## src/rtl/pkg_alu.sv

```systemverilog
// ALU operation encoding shared across the datapath.
package pkg_alu;
  typedef enum logic [2:0] {
    alu_op_add,
    alu_op_sub,
    alu_op_and,
    alu_op_or,
    alu_op_xor,
    alu_op_rorcp
  } alu_oper;
endpackage

```

## src/rtl/pkg_alu_mul.sv

```systemverilog
// Types and constants for the sequential shift-and-add multiplier.
package pkg_alu_mul;
  typedef enum logic [1:0] {IDLE, ADD, SHIFT, DONE} mul_state_t;
  localparam int MUL_ITER_COUNT = 8;
endpackage

```

## src/rtl/pkg_pflags.sv

```systemverilog
// Processor flag slot positions shared by the ALU and its initiators.
package pkg_pflags;
  localparam int pf_slot_c = 0;
endpackage

```

## src/rtl/alu_mul_seq.sv

```systemverilog
// 8x8 -> 16 unsigned multiply sequencer driving an external combinational ALU
// with add and rotate-right-through-carry steps only.
//
// state | meaning
// IDLE  | waiting for start; ALU idles on add with zero operands
// ADD   | acc_hi += (acc_lo[0] ? mcand : 0), carry captured
// SHIFT | {carry, acc_hi, acc_lo} rotated right by one through the ALU
// DONE  | product published, done pulsed for one cycle
`ifndef ALU_INOUT_WIDTH
`define ALU_INOUT_WIDTH 8
`endif
`ifndef PROC_FLAGS_MSB_POS
`define PROC_FLAGS_MSB_POS 3
`endif

module alu_mul_seq
  import pkg_alu_mul::*;
#(
  parameter int INOUT_WIDTH = `ALU_INOUT_WIDTH,
  parameter int ITER_COUNT  = MUL_ITER_COUNT
) (
  input  logic                         clk,
  input  logic                         reset_n,
  input  logic                         start,
  input  logic [INOUT_WIDTH-1:0]       mul_a,
  input  logic [INOUT_WIDTH-1:0]       mul_b,
  output logic                         busy,
  output logic                         done,
  output logic [INOUT_WIDTH-1:0]       prod_hi,
  output logic [INOUT_WIDTH-1:0]       prod_lo,
  output logic                         prod_z,
  output pkg_alu::alu_oper             alu_oper,
  output logic [INOUT_WIDTH-1:0]       alu_a_hi,
  output logic [INOUT_WIDTH-1:0]       alu_a_lo,
  output logic [INOUT_WIDTH-1:0]       alu_b,
  output logic [`PROC_FLAGS_MSB_POS:0] alu_flags_in,
  input  logic [INOUT_WIDTH-1:0]       alu_out_hi,
  input  logic [INOUT_WIDTH-1:0]       alu_out_lo,
  input  logic [`PROC_FLAGS_MSB_POS:0] alu_flags_out
);

  localparam int ITER_W = (ITER_COUNT > 1) ? $clog2(ITER_COUNT) : 1;
  localparam logic [ITER_W-1:0] ITER_LAST = ITER_W'(ITER_COUNT - 1);

  mul_state_t             state, state_nxt;
  logic [INOUT_WIDTH-1:0] mcand, acc_hi, acc_lo;
  logic                   carry_r;
  logic [ITER_W-1:0]      iter;
  logic                   alu_c;
  logic                   unused_flags;

  assign alu_c        = alu_flags_out[pkg_pflags::pf_slot_c];
  assign unused_flags = ^alu_flags_out;

  always_ff @(posedge clk or negedge reset_n) begin
    if (!reset_n) state <= IDLE;
    else          state <= state_nxt;
  end

  always_comb begin
    state_nxt    = state;
    busy         = (state != IDLE);
    done         = 1'b0;
    alu_oper     = pkg_alu::alu_op_add;
    alu_a_hi     = '0;
    alu_a_lo     = '0;
    alu_b        = '0;
    alu_flags_in = '0;
    case (state)
      IDLE: if (start) state_nxt = ADD;
      ADD: begin
        alu_a_lo  = acc_hi;
        alu_b     = acc_lo[0] ? mcand : '0;
        state_nxt = SHIFT;
      end
      SHIFT: begin
        alu_oper                           = pkg_alu::alu_op_rorcp;
        alu_a_hi                           = acc_hi;
        alu_a_lo                           = acc_lo;
        alu_flags_in[pkg_pflags::pf_slot_c] = carry_r;
        state_nxt                          = (iter == ITER_LAST) ? DONE : ADD;
      end
      DONE: begin
        done      = 1'b1;
        state_nxt = IDLE;
      end
      default: state_nxt = IDLE;
    endcase
  end

  // The add carry is the 17th product bit; rorcp shifts it into acc_hi[MSB].
  always_ff @(posedge clk or negedge reset_n) begin
    if (!reset_n) begin
      mcand   <= '0;
      acc_hi  <= '0;
      acc_lo  <= '0;
      carry_r <= 1'b0;
      iter    <= '0;
      prod_hi <= '0;
      prod_lo <= '0;
      prod_z  <= 1'b1;
    end else begin
      case (state)
        IDLE: if (start) begin
          mcand   <= mul_a;
          acc_hi  <= '0;
          acc_lo  <= mul_b;
          carry_r <= 1'b0;
          iter    <= '0;
        end
        ADD: begin
          acc_hi  <= alu_out_lo;
          carry_r <= alu_c;
        end
        SHIFT: begin
          acc_hi  <= alu_out_hi;
          acc_lo  <= alu_out_lo;
          carry_r <= alu_c;
          if (iter != ITER_LAST) iter <= iter + 1'b1;
        end
        DONE: begin
          prod_hi <= acc_hi;
          prod_lo <= acc_lo;
          prod_z  <= ({acc_hi, acc_lo} == '0);
        end
        default: ;
      endcase
    end
  end

endmodule

```

## config.mk

```make
export PLATFORM = sky130hd
export DESIGN_NAME = alu_mul_seq
export DESIGN_NICKNAME = d
export VERILOG_FILES = /design/src/rtl/pkg_alu.sv /design/src/rtl/pkg_alu_mul.sv /design/src/rtl/pkg_pflags.sv /design/src/rtl/alu_mul_seq.sv
export SDC_FILE = /design/constraint.sdc
export NUM_CORES = 1
export LEC_CHECK = 0
export BUFFER_PORTS_ARGS = -buffer_cell sky130_fd_sc_hd__buf_2
export CAP_MARGIN = 30
export CELL_PAD_IN_SITES_DETAIL_PLACEMENT = 0
export CELL_PAD_IN_SITES_GLOBAL_PLACEMENT = 1
export CORE_AREA = 2 2 80 90
export DETAILED_ROUTE_END_ITERATION = 10
export DIE_AREA = 0 0 82 92
export PLACE_DENSITY = 0.83
export SLEW_MARGIN = 40
export SYNTH_ARGS = -nofsm -noshare
export SYNTH_HDL_FRONTEND = slang
export SYNTH_SLANG_ARGS = --single-unit
```

## constraint.sdc

```tcl
create_clock -name clk -period 3.7 [get_ports clk]
set_clock_uncertainty 0.1 [all_clocks]
set_input_delay 0.74 -clock clk [delete_from_list [all_inputs] [get_ports clk]]
set_output_delay 0.74 -clock clk [all_outputs]
set_load 0.05 [all_outputs]
```

Word level (Yosys, flattened, before mapping)
Cells that the tools add are included.
{"block": "classes", "add_sub_neg": 1, "mux": 19, "eq_ne": 7, "n_reduce_logical": 12}
{"cell": "2-to-1 mux 8 bit", "count": 5}
{"cell": "one-hot mux 8 bit (2 select lines)", "count": 2}
{"cell": "one-hot mux 8 bit (3 select lines)", "count": 1}
{"cell": "logical NOT 16 bit", "count": 1}
{"cell": "2-to-1 mux 3 bit", "count": 3}
{"cell": "one-hot mux 2 bit (4 select lines)", "count": 1}
{"cell": "AND reduction 2 bit", "count": 4}
{"cell": "one-hot mux 3 bit (2 select lines)", "count": 1}
{"cell": "nonzero test 2 bit", "count": 3}
{"cell": "equality test 2 bit, second input constant", "count": 2}
{"cell": "2-to-1 mux 2 bit", "count": 2}
{"cell": "inequality test 2 bit, second input constant", "count": 2}
{"cell": "adder 3 x 1 -> 3 bit, second input constant", "count": 1}
{"cell": "equality test 3 bit, second input constant", "count": 1}
{"cell": "2-to-1 mux 1 bit", "count": 3}
{"cell": "inequality test 3 bit, second input constant", "count": 1}
{"cell": "AND reduction 3 bit", "count": 1}
{"cell": "nonzero test 3 bit", "count": 1}
{"cell": "equality test 2 x 1 -> 1 bit, second input constant", "count": 1}
{"cell": "logical NOT 2 bit", "count": 1}
{"cell": "one-hot mux 1 bit (2 select lines)", "count": 1}
{"cell": "OR reduction 2 bit", "count": 1}
{"block": "totals", "wordCells": 48, "regBits": 47, "input_bits": 39, "out_inout_bits": 50}

Logic depth before layout (Yosys ltp)
{"block": "logic_depth", "ltp_word": 4, "mapped_depth": 7, "depth_no_buf": 5}

Worst setup path after synthesis
Ideal clock, no wire load.
{"block": "synth_path", "kind": "register -> output", "start": "register state[0]", "end": "output port alu_a_lo[3]", "slack_ns": 0.616, "path_buffers": 2, "path_stages_with_launch": 7, "arrival_time_ns": 2.244, "path_cell_list": "dfrtp_1 -> inv_1 -> ha_1 -> buf_6 -> buf_2 -> a22oi_1 -> nor2b_1"}
{"block": "synth_via", "elab_chain_cells": 2}
{"item": "from (decl)", "line": "alu_mul_seq.sv:45", "rtl": "mul_state_t state, state_nxt;"}
{"item": "from (signal assigned)", "line": "alu_mul_seq.sv:57", "rtl": "else state <= state_nxt;"}
{"item": "equality test 2 bit or equality test 2 x 1 -> 1 bit (tied branches)", "line": "alu_mul_seq.sv:69", "rtl": "case (state)"}
{"item": "one-hot mux 8 bit (2 select lines) *", "line": "alu_mul_seq.sv:69"}
{"item": "to (decl)", "line": "alu_mul_seq.sv:34", "rtl": "output logic [INOUT_WIDTH-1:0] alu_a_lo,"}
Mark *: on every way between the ends. The rest lies on a longest branch, timed or not.

Worst setup path after layout
{"block": "layout_path", "start": "register state[0]", "end": "output port alu_a_lo[4]"}
Same word-level chain as after synthesis.

==> flow_summary.toml <==
[run_status]
status = "finished, final reports clean"

[worst_setup_path]
end_kind = "output port"
cp.required_ns = 2.86
setup.worst_path.class = "flop to output port"
worstPathMaxFanout = 19
startpoint_type = "flop"
reg2regPathDepth = 6
critPathArrivalTime_ns = 2.29

[floorplanning]
core_area_um2 = 6730
fp.dieArea_um2 = 7540
die_w_um = 82
num_rows = 32
pin_count = 89
start_util_pct = 40.1
die_h_um = 92

[synth]
synth.distinct_cells = 37
synth-seq-cells = 47
syn_area_um2 = 2700
netlist_instances = 241
yosys_most_used_dff = "dfrtp_1"
synth-edff-count = 0
synthArstFlopShare_pct = 100
avgSynthCellArea_um2 = 11.2
seq_area_frac_synth_pct = 43.6
ys_warn_count = 0

[place]
place.port_buffers = 81
place_hpwl_mm = 4.71
dpl.cell_count = 393
gp_congestion = 0.859

[cells_and_area]
nets = 362
area_growth_pct = 19.4
instances_no_fill = 401
fillCellCount = 659
post-route-util_pct = 47.9
layout_commonest_cell = "buf_2"
drive_gt1_share_pct = 41.1
mostFrequentLayoutCells = "80 x buf_2, 46 x dfrtp_1, 18 x a21oi_1"
n_antenna_cell = 0

[cts]
cts_tree = "yes"
insertion_delay_ns = 0.30
cts_max_path_buffers = 2
path_clk_slew_ns = 0.09
post-cts-setup-buffers = 0
cts_hold_buf = 0
root_buffer = "clkbuf_8"
clock_sinks = 47
post_cts_resized = 0
htree_levels = 2
numCtsBuffers = 5

[detailed_routing]
first_iter_violations = 172
viasPerCell = 5.41
routed-via-count = 2170
drtAntennaViolNets = 0
detail_route.wl_per_cell_um = 17.0
first_pass_iters = 4
drc = 0
wl_mm = 6.81

[timing]
slew_viol_final = 0
post-route-min-period_ns = 3.13
finalSetupViolCount = 0
slew_headroom_pct = 48.1
tns_ns = 0
hold_viol = 0
tightestPinTransition_ns = 0.778
rsz0062_at_grt = "no"
fmax_ghz = 0.319
min_period_over_period_pct = 84.7

[grt]
grt_usage_pct = 18.7
grt_pass1_vias = 2016
grt_antenna_before_repair = 0
grt_max_degree = 48
grt_pass1_wl_mm = 10.6
overflow = 0

[job]
max_cap_violations = 0

[min_path]
min_path_type = "input port to asynchronous set/reset pin"
-- routing by layer --
metal	up-vias	global-route usage [%]	routed length [µm]	share of wire (%)
li1	1022	-	-	-
met1	1067	25.7	2920	43
met2	73	29.5	3360	49
met3	8	3.35	401	5.9
met4	0	6.67	123	1.8
met5	-	0	0	0
-- cell usage after synthesis (5+ instances only) --
library cell | instances | area share, %
ha_1 | 8 | 3.7
a21oi_1 | 18 | 3.3
and3_1 | 8 | 1.9
o22ai_1 | 16 | 3.7
inv_1 | 5 | 0.70
a221o_1 | 8 | 3.0
buf_2 | 6 | 1.1
nor2b_1 | 17 | 3.9
mux2_4 | 8 | 4.5
buf_4 | 10 | 2.8
nor2_1 | 10 | 1.4
mux2_1 | 8 | 3.3
dfrtp_1 | 46 | 43
and2_1 | 9 | 2.1
mux2_2 | 17 | 7.1
a22oi_1 | 14 | 3.9
-- cell type report --
cell class                 count  area [µm²]  area share [%]
clock buffer                   5        68.8            2.14
clock inverter                 3        46.3            1.44
inverter                       5        18.8           0.583
multi-input combinational    169        1350            41.9
sequential                    47        1180            36.5
tap                           85         106            3.30
timing repair buffer          87         453            14.1
-- worst max-delay path, stage by stage, from the launching register on --
cell and delay, ns:
dfrtp_1 0.41, inv_1 0.17, ha_1 0.70, a22oi_1 0.23, nor2b_1 0.19, buf_2 0.28
-- per-stage QoR --
stage | hold WS [ns] | cell area, µm² | worst slack [ns]
floorplan | 0.344 | 2710 | 0.616
finish | 0.341 | 3220 | 0.565
CTS | 0.363 | 3220 | 0.616
global route | 0.373 | 3220 | 0.456
global placement | 0.366 | 3100 | 1.01
detailed placement | 0.373 | 3110 | 0.935
-- worst paths after layout --
path	start	endpoint	slack (ns)
setup / recovery	state[0]	alu_a_lo[4]	0.57
hold / removal	reset_n	prod_hi[6]	0.34
setup reg to reg	state[0]	acc_lo[1]	1.29
hold reg to reg	mcand[4]	mcand[4]	0.39
max in group asynchronous	reset_n	acc_hi[2]	2.75
min in group clk	mcand[4]	mcand[4]	0.39
-- state kept, by name, indices dropped and copies added (netlist names) --
register  count
acc_hi        8
acc_lo        8
prod_lo       8
prod_z        1
mcand         8
prod_hi       8
iter          3
state         2
carry_r       1
-- kinds of logic (layout without fill, tap and decap cells) --
family          after synthesis  count (layout)  share of synthesized area, %
simple gates                 57              57                          12.5
fa+ha+maj                     8               8                          3.71
compound gates               64              64                          17.3
mux                          36              36                          16.0
buf+inv                      28             100                          6.68
other cells                   1               4                         0.139
flops                        47              47                          43.6
Power is not shown: default switching activity piles up to over one toggle a cycle in this logic, so the estimate is an artifact.
